## config.mk

```make
export PLATFORM = sky130hd
export DESIGN_NAME = mc_cpu
export DESIGN_NICKNAME = d
export VERILOG_FILES = /design/src/rtl/mc_cpu.sv
export SDC_FILE = /design/constraint.sdc
export NUM_CORES = 1
export LEC_CHECK = 0
export ABC_CLOCK_PERIOD_IN_PS = 5000
export BUFFER_PORTS_ARGS = -buffer_cell sky130_fd_sc_hd__buf_4
export CORE_AREA = 2 2 169 171
export DETAILED_ROUTE_END_ITERATION = 8
export DIE_AREA = 0 0 171 173
export SYNTH_ARGS = -nofsm -noshare
export SYNTH_HDL_FRONTEND = slang
export SYNTH_SLANG_ARGS = --single-unit
```

## constraint.sdc

```tcl
create_clock -name clk -period 5 [get_ports clk]
set_input_delay 0.25 -clock clk [delete_from_list [all_inputs] [get_ports clk]]
set_output_delay 0.25 -clock clk [all_outputs]
set_load 0.005 [all_outputs]
```

## src/rtl/mc_cpu.sv

```systemverilog
// Multi-cycle accumulator-free register CPU: FETCH -> EXEC -> WB per instruction,
// with a combinational-read register file and a byte-addressed 32-bit PC.
module mc_cpu #(
    parameter int DATA_W = 8,
    parameter int REG_AW = 3
) (
    input  logic        clk,
    input  logic        reset,        // active-low, asynchronous
    output logic [31:0] pc,
    output logic        instr_req,
    input  logic [31:0] instruction,
    input  logic        instr_valid,
    output logic        retire,
    output logic        halted
);
    localparam int NREGS = 2**REG_AW;

    localparam logic [7:0] OP_LOADI = 8'h00;
    localparam logic [7:0] OP_MOV   = 8'h01;
    localparam logic [7:0] OP_ADD   = 8'h02;
    localparam logic [7:0] OP_SUB   = 8'h03;
    localparam logic [7:0] OP_AND   = 8'h04;
    localparam logic [7:0] OP_OR    = 8'h05;
    localparam logic [7:0] OP_J     = 8'h06;
    localparam logic [7:0] OP_BEQ   = 8'h07;
    localparam logic [7:0] OP_BNE   = 8'h08;
    localparam logic [7:0] OP_HALT  = 8'h09;

    typedef enum logic [1:0] {FETCH, EXEC, WB, HALT} state_t;

    state_t            state, state_nxt;
    logic [31:0]       ir;
    logic [DATA_W-1:0] regs [NREGS];
    logic [DATA_W-1:0] alu_q;
    logic              zero_q;

    logic [7:0]        opcode, offset, imm;
    logic [REG_AW-1:0] rd, rs1, rs2;
    logic [DATA_W-1:0] a, b, imm_sx, diff, alu_d;
    logic [31:0]       pc_seq, pc_br, pc_nxt;

    assign opcode = ir[31:24];
    assign offset = ir[23:16];
    assign imm    = ir[7:0];
    assign rd     = ir[16 +: REG_AW];
    assign rs1    = ir[8 +: REG_AW];
    assign rs2    = ir[0 +: REG_AW];

    assign a      = regs[rs1];
    assign b      = regs[rs2];
    assign imm_sx = DATA_W'($signed(imm));
    // Subtraction as add of the two's complement; also feeds the ZERO flag.
    assign diff   = a + (~b + 1'b1);

    always_comb begin
        alu_d = '0;
        case (opcode)
            OP_LOADI: alu_d = imm_sx;
            OP_MOV:   alu_d = b;
            OP_ADD:   alu_d = a + b;
            OP_SUB:   alu_d = diff;
            OP_AND:   alu_d = a & b;
            OP_OR:    alu_d = a | b;
            default:  alu_d = '0;
        endcase
    end

    assign pc_seq = pc + 32'd4;
    assign pc_br  = pc_seq + {{22{offset[7]}}, offset, 2'b00};

    always_comb begin
        pc_nxt = pc_seq;
        case (opcode)
            OP_J:    pc_nxt = pc_br;
            OP_BEQ:  pc_nxt = zero_q ? pc_br : pc_seq;
            OP_BNE:  pc_nxt = zero_q ? pc_seq : pc_br;
            OP_HALT: pc_nxt = pc;
            default: pc_nxt = pc_seq;
        endcase
    end

    always_comb begin
        state_nxt = state;
        instr_req = 1'b0;
        retire    = 1'b0;
        halted    = 1'b0;
        case (state)
            FETCH: begin
                instr_req = reset;
                if (instr_valid) state_nxt = EXEC;
            end
            EXEC: state_nxt = WB;
            WB: begin
                retire    = 1'b1;
                state_nxt = (opcode == OP_HALT) ? HALT : FETCH;
            end
            HALT: halted = 1'b1;
            default: state_nxt = FETCH;
        endcase
    end

    always_ff @(posedge clk or negedge reset) begin
        if (!reset) begin
            state  <= FETCH;
            pc     <= '0;
            ir     <= '0;
            alu_q  <= '0;
            zero_q <= 1'b0;
            for (int i = 0; i < NREGS; i++) regs[i] <= '0;
        end else begin
            state <= state_nxt;
            case (state)
                FETCH: if (instr_valid) ir <= instruction;
                EXEC: begin
                    alu_q  <= alu_d;
                    zero_q <= (diff == '0);
                end
                WB: begin
                    if (opcode <= OP_OR) regs[rd] <= alu_q;
                    pc <= pc_nxt;
                end
                default: ;
            endcase
        end
    end
endmodule

```

# == After elaboration in Yosys (flattened, before gate mapping) ==
# Index checks and enable logic that the tools add are counted.
# word_totals
reg_bits,139
inputBits,35
output_inout_bits,35
elab_cells,71
# op_classes
addsub,5
order_cmp,5
n_eq_ne,13
n_mux,19
bitwise,7
n_reduce_logical,9
# op_table
operator,n
case mux 32 bit (4 select lines),1
bitwise mux 64 bit,1
two-way mux 32 bit,2
binary-select mux 8 bit (select 3 bit),2
case mux 8 bit (6 select lines),1
two-way mux 8 bit,5
adder 32 x 3 -> 32 bit (second input constant),1
adder 32 bit,1
equality test 8 x 3 -> 1 bit (second input constant),4
demux 8 bit (select 3 bit),1
adder 8 bit,2
equality test 8 x 2 -> 1 bit (second input constant),2
equality test 8 x 4 -> 1 bit (second input constant),2
zero test 8 bit,2
greater-or-equal comparator 4 bit (second input constant),3
inverter 3 -> 4 bit,3
adder 8 x 1 -> 8 bit (second input constant),1
bitwise AND 8 bit,1
equality test 8 x 1 -> 1 bit (second input constant),1
<= comparator 8 x 3 -> 1 bit (second input constant),1
inverter 8 bit,1
OR 8 bit,1
AND reduction 2 bit,4
case mux 2 bit (3 select lines),1
10 further kinds,14

# == Logic depth before layout (Yosys ltp) ==
# Gate-level depths: netlist of the first run.
# logic_depth
ltp_word,8
ltp_mapped,18
mapped_depth_nobuf,17

# == Worst setup path before layout of the first run ==
# Ideal clock, no wire load.
# synth_path
kind,register -> register
startpoint,register ir[8]
endpoint,register alu_q[6]
t_arrival_ns,3.868
required_time_ns,4.859
setup_slack_ns,0.991
stages_incl_launch_ff,17
synth_period_minus_slack_ns,4.009
cell_sequence,dfrtp_1 clkbuf_1 buf_1 mux4_2 mux2i_1 inv_1 ha_1 fa_1 a21o_1 a21o_1 a21o_1 a21oi_1 xnor2_1 nor2_1 a21oi_1 nand2b_1 a31oi_1
# synth_via
elab_chain_len,6
elab_cells_between_ends,9
# synth_lines
element,line,rtl
from (decl),32,logic [31:0] ir;
from (signal assigned),113,FETCH: if (instr_valid) ir <= instruction;
inverter 3 -> 4 bit (not written as such) (*),49,assign a = regs[rs1];
binary-select mux 8 bit (select 3 bit) (*),49,
two-way mux 8 bit (not written as such) (*) (2 in a row),49,
adder 8 bit (tied with other cells),53,assign diff = a + (~b + 1'b1);
case mux 8 bit (6 select lines) (*),57,case (opcode)
to (signal assigned),115,alu_q <= alu_d;
to (decl),34,logic [DATA_W-1:0] alu_q;
# Mark *: on every way between the ends. The rest lies on a longest branch, timed or not. The select of a mux whose other input is x is not followed.
# A chain may end at the register's enable or synchronous reset.

# == Worst setup path after layout of the first run ==
# layout_path
startpoint,register pc[4]
endpoint,register pc[29]
# layout_via
elab_chain_len,4
elab_cells_between_ends,5
# layout_lines
element,line,rtl
from (decl),9,"output logic [31:0] pc,"
from (signal assigned),120,pc <= pc_nxt;
adder 32 x 3 -> 32 bit (*),68,assign pc_seq = pc + 32'd4;
adder 32 bit,69,"assign pc_br = pc_seq + {{22{offset[7]}}, offset, 2'b00};"
"two-way mux 32 bit, on equally long branches","76, 75",
case mux 32 bit (4 select lines) (*),73,case (opcode)
# Mark *: on every way between the ends. The rest lies on a longest branch, timed or not.

==> metrics.cfg, run 1 <==
[global_route]
grt_start_max_net_pins=73
grt_pass1_wl_um=39700
globalRouteOverflowTotal=0
antenna_found_initial=0
grtUsageTotal_pct=16.9
grt_pass1_vias=7436

[sta]
tightestPinTransition_ns=1.25
fmax_mhz=241
post-route-period-util_pct=82.9
period_minus_slack_ns=4.15
fin_worst_skew_ns=0.0102
setup_ws_ns=0.853
slew_headroom_pct=15.9
final_max_slew_viol_count=0
rsz0062_at_grt=no
setup_tns_ns=0
setup_viol=0
hold_viol_final=0

[outcome]
outcome=completed

[die]
die_width_um=171
die_y_um=173
rows=61
dieArea_mm2=0.0296
start_util_pct=34.5
core_mm2=0.0276
io_pins=70

[synthesis]
synth_top_cell_area_share_pct=34.6
ys_ff_latch=132
syn_inst=962
synth_edf_count=0
yosys.cell_count.top_type=dfrtp_1
synth_area_leader_cell=dfrtp_1
ys_top_cells_by_area=dfrtp_1, mux2_2, ha_1, mux4_2, xnor2_1
synth_common_cells=dfrtp_1, mux2_2, nand2_1, nor2_1, ha_1
netlist_area_mm2=0.00954
synth_warnings=0
yosysSeqAreaShare_pct=34.6
syn_avg_cell_area_um2=9.91
synth-main-ff-cell=dfrtp_1
async_flop_share_pct=100
yosys.cell_types.count=72

[worst_setup_path]
cp_slowest_cell=dfrtp_1
path_cells=nand3_2, nor2_4, nand3_1, nor3_1, nand3_1, xnor2_1, ha_1, a211oi_1, o21ai_0, a31oi_1, o21ai_0, o21ai_0, a21boi_1, or3_1, a311oi_1, nor2_1
critical_path_peak_fanout=6
critPathRequiredTime_ns=5.30
crit_type=reg -> reg
cp-end-kind=register
r2r_setup_slack_ns=0.85
cp-start-kind=register
cp_slowest_stage_delay_ns=0.45
cp_data_arrival_time_ns=4.45
critPathMostFrequentCell=o21ai_0

[detailed_routing]
wl_per_cell_um=17.4
ant_nets=0
via_count=7573
first_pass_iters=5
routed_via_density=5.41
wirelength_um=24300
drc_errors=0
drt_iter0_drc=550

[clock_network]
cts-resized-gates=0
numCtsBuffers=17
cts_post_setup_buffers_inserted=0
cts_num_sinks=132
clkTransAtPathRegs_ns=0.07
cts_tree=done
clk_latency_ns=0.43
htreeDepth=4
ctsLongestPathBuffers=2
root_buffer=clkbuf_16

[pwr]
p_leak_nw=5.02
peakVddDrop_v=0.000217
cellPowerDensity_mw_per_mm2=220

[placed_design]
port_buffers=62
dp.cells=1367
placed_area_mm2=0.0104
place_congestion=0.830
place_ws_ns=0.928
hpwlAfterDp_um=17400

[finish]
final_cells=1400
area_growth_pct=15.5
fin_nets=1109
drive_gt1_share_pct=24.9
final_area_mm2=0.0110
num_antenna_cells=0

[min_path]
hold_class=in -> reg

[run]
cap_violations=0

-- through the flow --
| step | power [W] | hold WS, ns | util [%] |
|---|---|---|---|
| 3_3_place_gp | 0.00113 | 0.276 | 37.6 |
| 2_1_floorplan | 0.00109 | -0.0456 | - |
| 6_report | 0.00243 | 0.0526 | 39.9 |
| 4_1_cts | 0.00246 | 0.0358 | 39.9 |
| 3_5_place_dp | 0.00113 | 0.275 | 37.6 |
| 5_1_grt | 0.00250 | 0.0434 | 39.9 |
-- power by group --
| part | internal, W | total (W) | leakage [nW] | switching (W) |
|---|---|---|---|---|
| combinational | 0.0000156 | 0.0000411 | 2.88 | 0.0000256 |
| sequential | 0.00107 | 0.00107 | 1.83 | 0 |
| clock | 0.000779 | 0.00132 | 0.302 | 0.000541 |
-- metal layers --
| layer | vias up | part of all wire, % | track usage [%] |
|---|---|---|---|
| li1 | 3609 | - | - |
| met1 | 3777 | 49 | 24.1 |
| met2 | 160 | 46 | 26.6 |
| met3 | 27 | 3.5 | 2.68 |
| met4 | 0 | 1.6 | 4.84 |
| met5 | - | 0 | 0 |
-- path summary, 6_finish.rpt --
kind | to | startpoint | depth (start not counted)
worst max-delay path | pc[29] | pc[4] | 16
worst min-delay path | ir[4] | instruction[4] | 2
worst max register to register | pc[29] | pc[4] | 16
worst min register to register | ir[30] | ir[30] | 1
max in group asynchronous | pc[13] | reset | 3
min in group asynchronous | regs[34] | reset | 2
-- placed cells by master (no fill, tap or decap), types with 10 or more instances in the layout --
cell / netlist / final
nor2_1: 67 / 66
buf_4: 2 / 75
o21ai_0: 52 / 52
nand3_1: 30 / 30
nand4_1: 10 / 10
ha_1: 62 / 62
nor3_1: 15 / 15
nand2_1: 84 / 84
xor2_1: 20 / 20
a31oi_1: 15 / 15
a21oi_1: 58 / 58
inv_1: 38 / 38
mux4_2: 32 / 32
dfrtp_1: 132 / 132
xnor2_1: 39 / 39
clkbuf_16: 0 / 17
mux2_2: 100 / 100
nand2b_1: 10 / 10
-- worst max-delay path: cells and delay by family, from the launching register on --
kind	cells	cell delay, ns
compound gates	7	1.39
xor+xnor	1	0.20
fa+ha+maj	1	0.23
flops	1	0.45
simple gates	7	1.74
-- cells by family after synthesis --
family	count (synthesis)	share of synthesized area [%]
XOR/XNOR	59	5.42
buffers and inverters	88	3.62
adder cells (fa/ha/maj)	65	8.77
AND/OR/NAND/NOR	272	13.9
other	1	0.0393
flip-flops	132	34.6
multiplexers	141	20.3
AO/OA/AOI/OAI	204	13.3
-- final cells by class --
class	instances	area, µm²
Tap cell	378	473
Sequential cell	132	3300
Clock inverter	13	159
Timing Repair Buffer	77	584
Multi-Input combinational cell	743	5900
Fill cell	2720	16600
Inverter	38	143
Clock buffer	19	453
-- registers in the layout (all words and copies together) (netlist names) --
| register | cells |
|---|---|
| regs | 64 |
| pc | 30 |
| ir | 27 |
| alu_q | 8 |
| state | 2 |
| zero_q | 1 |
-- timing repair --
item,CTS,global route
hold buffers,1,0
hold endpoints to repair,60,0
endpoints found under the setup margin,0,0
Power figures use the tool's default switching activity.
==> inputs of run 2 (changes only) <==
==> config.mk (replaced) <==
export PLATFORM = sky130hd
export DESIGN_NAME = mc_cpu
export DESIGN_NICKNAME = d
export VERILOG_FILES = /design/src/rtl/mc_cpu.sv
export SDC_FILE = /design/constraint.sdc
export NUM_CORES = 1
export LEC_CHECK = 0
export ABC_AREA = 1
export ABC_CLOCK_PERIOD_IN_PS = 4200
export BUFFER_PORTS_ARGS = -buffer_cell sky130_fd_sc_hd__buf_4
export CORE_AREA = 2 2 176 178
export DETAILED_ROUTE_END_ITERATION = 8
export DIE_AREA = 0 0 178 180
export SYNTH_ARGS = -nofsm -noshare
export SYNTH_HDL_FRONTEND = slang
export SYNTH_SLANG_ARGS = --single-unit
==> constraint.sdc (replaced) <==
create_clock -name clk -period 4.2 [get_ports clk]
set_input_delay 0.21 -clock clk [delete_from_list [all_inputs] [get_ports clk]]
set_output_delay 0.21 -clock clk [all_outputs]
set_load 0.005 [all_outputs]
==> run 2 against run 1 <==
- synthesized cell count grew 62%
- first-iteration DRC count grew 44%
- non-clock buffer count up 7
- power rose to 4.1 times the previous value
- clock-buffer cell count down 1
- flip-flop and latch count unchanged
- synthesized area increased by 9.5%
- setup slack got worse by 0.048 ns
- via count up 37%
- die area is 8.3% higher
- register-to-register slack lost 0.05 ns
- largest cell class unchanged
==> metrics.cfg, run 2 <==
[detailed_routing]
wirelength_um=31800  ; +30%
drt_iter0_drc=790  ; +44%
routed_via_density=5.13  ; -5.2%
first_pass_iters=5  ; unchanged
drc_errors=0  ; unchanged
via_count=10400  ; +37%
ant_nets=0  ; unchanged
wl_per_cell_um=15.7  ; -9.6%

[min_path]
hold_class=in -> reg

[synthesis]
ys_ff_latch=132  ; unchanged
syn_inst=1555  ; +62%
async_flop_share_pct=100  ; unchanged
synth_area_leader_cell=dfrtp_1
synth_warnings=0  ; unchanged
ys_top_cells_by_area=dfrtp_1, nand2_1, o21ai_0, ha_1, inv_1
yosysSeqAreaShare_pct=31.6  ; -3.0 points
yosys.cell_count.top_type=nand2_1
syn_avg_cell_area_um2=6.71  ; -32%
netlist_area_mm2=0.0104  ; +9.5%
yosys.cell_types.count=44  ; -39%
synth_top_cell_area_share_pct=31.6  ; -3.0 points
synth_edf_count=0  ; unchanged
synth_common_cells=nand2_1, inv_1, o21ai_0, nor2_1, dfrtp_1
synth-main-ff-cell=dfrtp_1

[finish]
num_antenna_cells=0  ; unchanged
regMostFlops=regs
top_regs=regs (64), pc (30), ir (27)
drive_gt1_share_pct=10.5  ; -14 points
layout_commonest_cell=nand2_1
final_area_mm2=0.0120  ; +8.6%
largest_reg_flops=64  ; unchanged
mostFrequentLayoutCells=nand2_1, inv_1, o21ai_0
fin_nets=1711  ; +54%
area_growth_pct=14.6

[clock_network]
numCtsBuffers=17  ; unchanged
cts_num_sinks=132  ; unchanged
htreeDepth=4  ; unchanged
root_buffer=clkbuf_16
clk_latency_ns=0.44  ; about the same
cts_tree=done
clkTransAtPathRegs_ns=0.07  ; about the same
cts_post_setup_buffers_inserted=0  ; unchanged
ctsLongestPathBuffers=2  ; unchanged

[sta]
post-route-period-util_pct=80.8  ; -2.1 points
fmax_mhz=295  ; +22%
hold_viol_final=0  ; unchanged
fin_worst_skew_ns=0.00947  ; -0.000710 ns
rsz0062_at_grt=no
setup_tns_ns=0  ; unchanged
setup_viol=0  ; unchanged
setup_ws_ns=0.805  ; -0.0480 ns
final_max_slew_viol_count=0  ; unchanged
tightestPinTransition_ns=1.02  ; -0.233 ns
slew_headroom_pct=32.1  ; +16 points
period_minus_slack_ns=3.40  ; -0.752 ns

[pwr]
p_leak_nw=5.70  ; +14%
peakVddDrop_v=0.000420  ; +93%
cellPowerDensity_mw_per_mm2=832  ; +280%

[die]
die_y_um=180  ; +4.0%
rows=64  ; +4.9%
io_pins=70  ; unchanged
die_width_um=178  ; +4.1%
core_mm2=0.0302  ; +9.3%
dieArea_mm2=0.0320  ; +8.3%
start_util_pct=34.6  ; +0.062 points

[run]
cap_violations=0  ; unchanged

[global_route]
globalRouteOverflowTotal=0  ; unchanged
antenna_found_initial=0  ; unchanged
grt_pass1_vias=10100  ; +35%
grt_start_max_net_pins=93  ; +27%
grtUsageTotal_pct=20.6  ; +3.6 points
grt_pass1_wl_um=52100  ; +31%

[worst_setup_path]
cp-end-kind=register
cp-start-kind=register
critical_path_peak_fanout=18  ; +12
cp_data_arrival_time_ns=3.72  ; -0.73 ns
crit_type=reg -> reg
critPathRequiredTime_ns=4.52  ; -0.78 ns

[placed_design]
place_ws_ns=0.845  ; -0.0828 ns
placed_area_mm2=0.0112  ; +8.2%
hpwlAfterDp_um=23100  ; +33%
place_congestion=0.939  ; +13%
port_buffers=62  ; unchanged

[outcome]
outcome=completed

## run 2: cell count changes after synthesis, sizes merged, moves of 20 or more
cell    before  now
nand2       85  407
inv         38  198
o21ai       54  188
nor2        68  163
mux2       100   15
a21oi       58  124
nand3       31   83
xnor2       39    3
mux4        32    0
clkbuf      37   17
## run 2: path summary, 6_finish.rpt
kind                       slack, ns            start       end  cells past startpoint
setup / recovery                0.80            ir[9]  alu_q[5]                     15
hold / removal                 0.009  instruction[20]    ir[20]                      2
hold reg to reg                 0.48         alu_q[4]  alu_q[4]                      2
min in group asynchronous       0.41            reset     ir[6]                      2
setup reg to reg                0.80            ir[9]  alu_q[5]                     15
max in group asynchronous       2.71            reset    pc[11]                      3
## run 2: metrics by stage
step	util [%]	power, W	hold slack [ns]	instances
floorplan	-	0.00659	-0.0856	1556
global placement	37.3	0.00823	0.358	1976
detailed placement	37.3	0.00831	0.359	1976
CTS	39.6	0.00994	0.000892	2020
global route	39.6	0.0110	0.00466	2020
finish	39.6	0.00995	0.00874	2020
## run 2: kinds of logic after synthesis
| group | share of synthesized area [%] |
|---|---|
| AND/OR/NAND/NOR | 28.7 |
| buffers and inverters | 9.57 |
| other | 0.0359 |
| AO/OA/AOI/OAI | 18.5 |
| multiplexers | 1.62 |
| adder cells (fa/ha/maj) | 8.01 |
| XOR/XNOR | 1.93 |
| flip-flops | 31.6 |
## run 2: report_power, final
part / internal [W] / switching [W] / total [W] / leakage (nW)
registers: 0.00154 / 0.000473 / 0.00201 / 1.67
clock network: 0.000896 / 0.000668 / 0.00156 / 0.296
logic: 0.00227 / 0.00411 / 0.00638 / 3.73
## run 2: area by class of cell
| class | instances | area, µm² |
|---|---|---|
| repair buffers | 84 | 664 |
| clock inverters | 14 | 169 |
| flip-flops and latches | 132 | 3300 |
| well taps | 396 | 495 |
| clock buffers | 18 | 429 |
| inverters | 202 | 759 |
| fillers | 3147 | 18200 |
| multi-input cells | 1174 | 6140 |
## run 2: repair_timing
action                    4_1_cts  5_1_grt
hold endpoints to repair      101        0
gates resized for setup         0        0
hold buffers                   12        0
## run 2: routing by layer
metal	up-vias	global-route usage [%]	share of wire, %
met1	4829	27.0	45
met5	-	0	0
met3	55	3.09	4.9
met4	0	7.57	2.9
met2	294	34.0	48
li1	5186	-	-
## run 2: worst max-delay path, cell delays in order, from the launching register on
cell and delay, ns:
dfrtp_1 0.75, buf_4 0.33, o21ai_0 0.12, o21ai_0 0.18
inv_1 0.06, o21ai_1 0.26, inv_1 0.08, ha_1 0.45
o21bai_1 0.16, a21oi_1 0.14, o21ai_0 0.13, or2_2 0.30
nand3_1 0.12, nand3_1 0.09, nand2_1 0.06, nand2_1 0.06
==> inputs of run 3 (changes only) <==
--- a/config.mk
+++ b/config.mk
@@ -6,7 +6,7 @@
 export NUM_CORES = 1
 export LEC_CHECK = 0
 export ABC_AREA = 1
-export ABC_CLOCK_PERIOD_IN_PS = 4200
+export ABC_CLOCK_PERIOD_IN_PS = 3000
 export BUFFER_PORTS_ARGS = -buffer_cell sky130_fd_sc_hd__buf_4
 export CORE_AREA = 2 2 176 178
 export DETAILED_ROUTE_END_ITERATION = 8
==> constraint.sdc (replaced) <==
create_clock -name clk -period 3 [get_ports clk]
set_input_delay 0.15 -clock clk [delete_from_list [all_inputs] [get_ports clk]]
set_output_delay 0.15 -clock clk [all_outputs]
set_load 0.005 [all_outputs]
==> run 3 against run 2 <==
- core utilization increased by 4.9 points
- global-route usage increased by 0.58 points
- fmax is 20% higher
- wire length is 5.7% higher
- first-iteration DRC count shrank 6.2%
- clock power grew 46%
- via count increased by 4.9%
- register-to-register slack got worse by 0.64 ns
- power is 66% higher
- sequential share of layout area fell by 2.9 points
- highest routed layer unchanged
- critical path depth grew 2
==> metrics.cfg, run 3 (synthesized netlist as in run 2, its figures left out) <==
[outcome]
outcome=completed

[finish]
largest_reg_flops=64  ; unchanged
fin_nets=1819  ; +6.3%
fillers=3082  ; -2.1%
layout_commonest_cell=nand2_1
mostFrequentLayoutCells=nand2_1, inv_1, buf_4
multi_input_area_mm2=0.00668  ; +8.7%
num_antenna_cells=0  ; unchanged
regMostFlops=regs
final_cells=2128  ; +5.3%
top_regs=regs (64), pc (30), ir (27)
area_growth_pct=28.9
ff_latch_area_mm2=0.00332  ; +0.57%
drive_gt1_share_pct=21.2  ; +11 points

[worst_setup_path]
critPathRequiredTime_ns=3.35  ; -1.17 ns
cp_data_arrival_time_ns=3.19  ; -0.53 ns
critical_path_peak_fanout=5  ; -13
critPathLaunch=pc[12]
cp-start-kind=register
worst_r2r_startpoint=pc[12]
cp-end-kind=register
crit_type=reg -> reg

[placed_design]
dp.cells=2051  ; +3.8%
hpwlAfterDp_um=24400  ; +5.4%
port_buffers=62  ; unchanged
place_congestion=0.924  ; -1.6%

[global_route]
globalRouteOverflowTotal=0  ; unchanged
antenna_found_initial=0  ; unchanged
grt_start_max_net_pins=93  ; unchanged
grtUsageTotal_pct=21.1  ; +0.58 points
grt_pass1_vias=10400  ; +3.8%
grt_pass1_wl_um=53900  ; +3.5%

[die]
die_width_um=178  ; unchanged
core_mm2=0.0302  ; unchanged
dieArea_mm2=0.0320  ; unchanged
start_util_pct=34.6  ; unchanged
die_y_um=180  ; unchanged
rows=64  ; unchanged
io_pins=70  ; unchanged

[sta]
fin_worst_skew_ns=0.0181  ; +0.00864 ns
final_max_slew_viol_count=0  ; unchanged
setup_viol=0  ; unchanged
hold_viol_final=0  ; unchanged
fmax_mhz=352  ; +20%
post-route-period-util_pct=94.7  ; +14 points
period_minus_slack_ns=2.84  ; -0.555 ns
tightestPinTransition_ns=0.877  ; -0.142 ns
slew_headroom_pct=41.3  ; +9.3 points
rsz0062_at_grt=yes
hold_ws_ns=0.00798  ; -0.000762 ns

[detailed_routing]
wl_per_cell_um=15.8  ; +0.34%
wirelength_um=33600  ; +5.7%
drt_iter0_drc=741  ; -6.2%
drc_errors=0  ; unchanged
first_pass_iters=7  ; +2
ant_nets=0  ; unchanged
via_count=10900  ; +4.9%
routed_via_density=5.11  ; -0.39%

[clock_network]
ctsLongestPathBuffers=2  ; unchanged
clk_latency_ns=0.43  ; about the same
numCtsBuffers=17  ; unchanged
root_buffer=clkbuf_16
clkTransAtPathRegs_ns=0.07  ; about the same
htreeDepth=4  ; unchanged
cts_num_sinks=132  ; unchanged
cts_tree=done

[pwr]
p_leak_nw=6.31  ; +11%
cellPowerDensity_mw_per_mm2=1230  ; +48%
total_power_w=0.0165  ; +66%
peakVddDrop_v=0.000574  ; +37%

[run]
cap_violations=0  ; unchanged

[min_path]
hold_class=in -> reg
worstHoldStart=instruction[10]

==> run 3: cell types whose count changed in the layout (fill, tap and decap cells not counted), sizes merged <==
cell	change
clkbuf	-1
buf	+93
dlygate4sd3	+15
clkinv	-3
inv	+4
==> run 3: stage by stage <==
stage	util (%)	setup TNS (ns)	instance area [µm²]	setup slack (ns)
2_1_floorplan	-	0	10400	0.301
3_3_place_gp	39.2	-0.0266	11800	-0.0266
3_5_place_dp	39.2	-0.0844	11800	-0.0404
4_1_cts	42.3	0	12800	0.00444
5_1_grt	44.6	-0.229	13500	-0.0658
6_report	44.6	0	13500	0.160
==> run 3: cell type report <==
class | instances | share of cell area, %
Multi-Input combinational cell | 1174 | 49.7
Tap cell | 396 | 3.68
Inverter | 202 | 5.69
Clock inverter | 15 | 1.52
Sequential cell | 132 | 24.7
Clock buffer | 17 | 3.16
Timing Repair Buffer | 192 | 11.6
==> run 3: worst max-delay path: stages, from the launching register on <==
cell and delay [ns]:
dfrtp_1 0.42, nand2_1 0.11, nor2_1 0.15, buf_4 0.13, nand2_1 0.09, nor3_4 0.29, nand2_2 0.08, and2_1 0.19
ha_4 0.30, nand2_1 0.08, buf_4 0.14, nor2_1 0.16, nand2_1 0.07, inv_1 0.11, nand3_2 0.13, nand3b_1 0.11
nand3_1 0.08, a21oi_1 0.12
==> run 3: where the power goes <==
part / internal (W) / total (W) / switching (W)
Sequential: 0.00218 / 0.00265 / 0.000468
Combinational: 0.00480 / 0.0116 / 0.00683
Clock: 0.00128 / 0.00227 / 0.000985
Total: 0.00827 / 0.0165 / 0.00828
==> run 3: per-layer routing <==
metal  routed length, µm  vias up  global-route usage (%)
li1                    -     5399                       -
met1               14900     5124                    27.6
met2               16300      298                    36.5
met3                1520       55                    2.64
met4                 843        0                    5.84
met5                   0        -                       0
==> run 3: final timing paths <==
check / cells past startpoint / end / slack (ns)
worst max-delay path: 17 / pc[28] / 0.16
max in group asynchronous: 3 / pc[4] / 1.90
worst max register to register: 17 / pc[28] / 0.16
min in group asynchronous: 2 / state[0] / 0.21
worst min-delay path: 3 / ir[10] / 0.008
worst min register to register: 2 / alu_q[5] / 0.48
==> run 3: repair_timing <==
action / 4_1_cts / 5_1_grt
hold buffers: 27 / 0
setup endpoints to repair: 7 / 25
hold endpoints to repair: 66 / 0
pin swaps: 1 / 21
resized for setup: 7 / 137
setup buffers: 0 / 17
gates cloned: 0 / 1
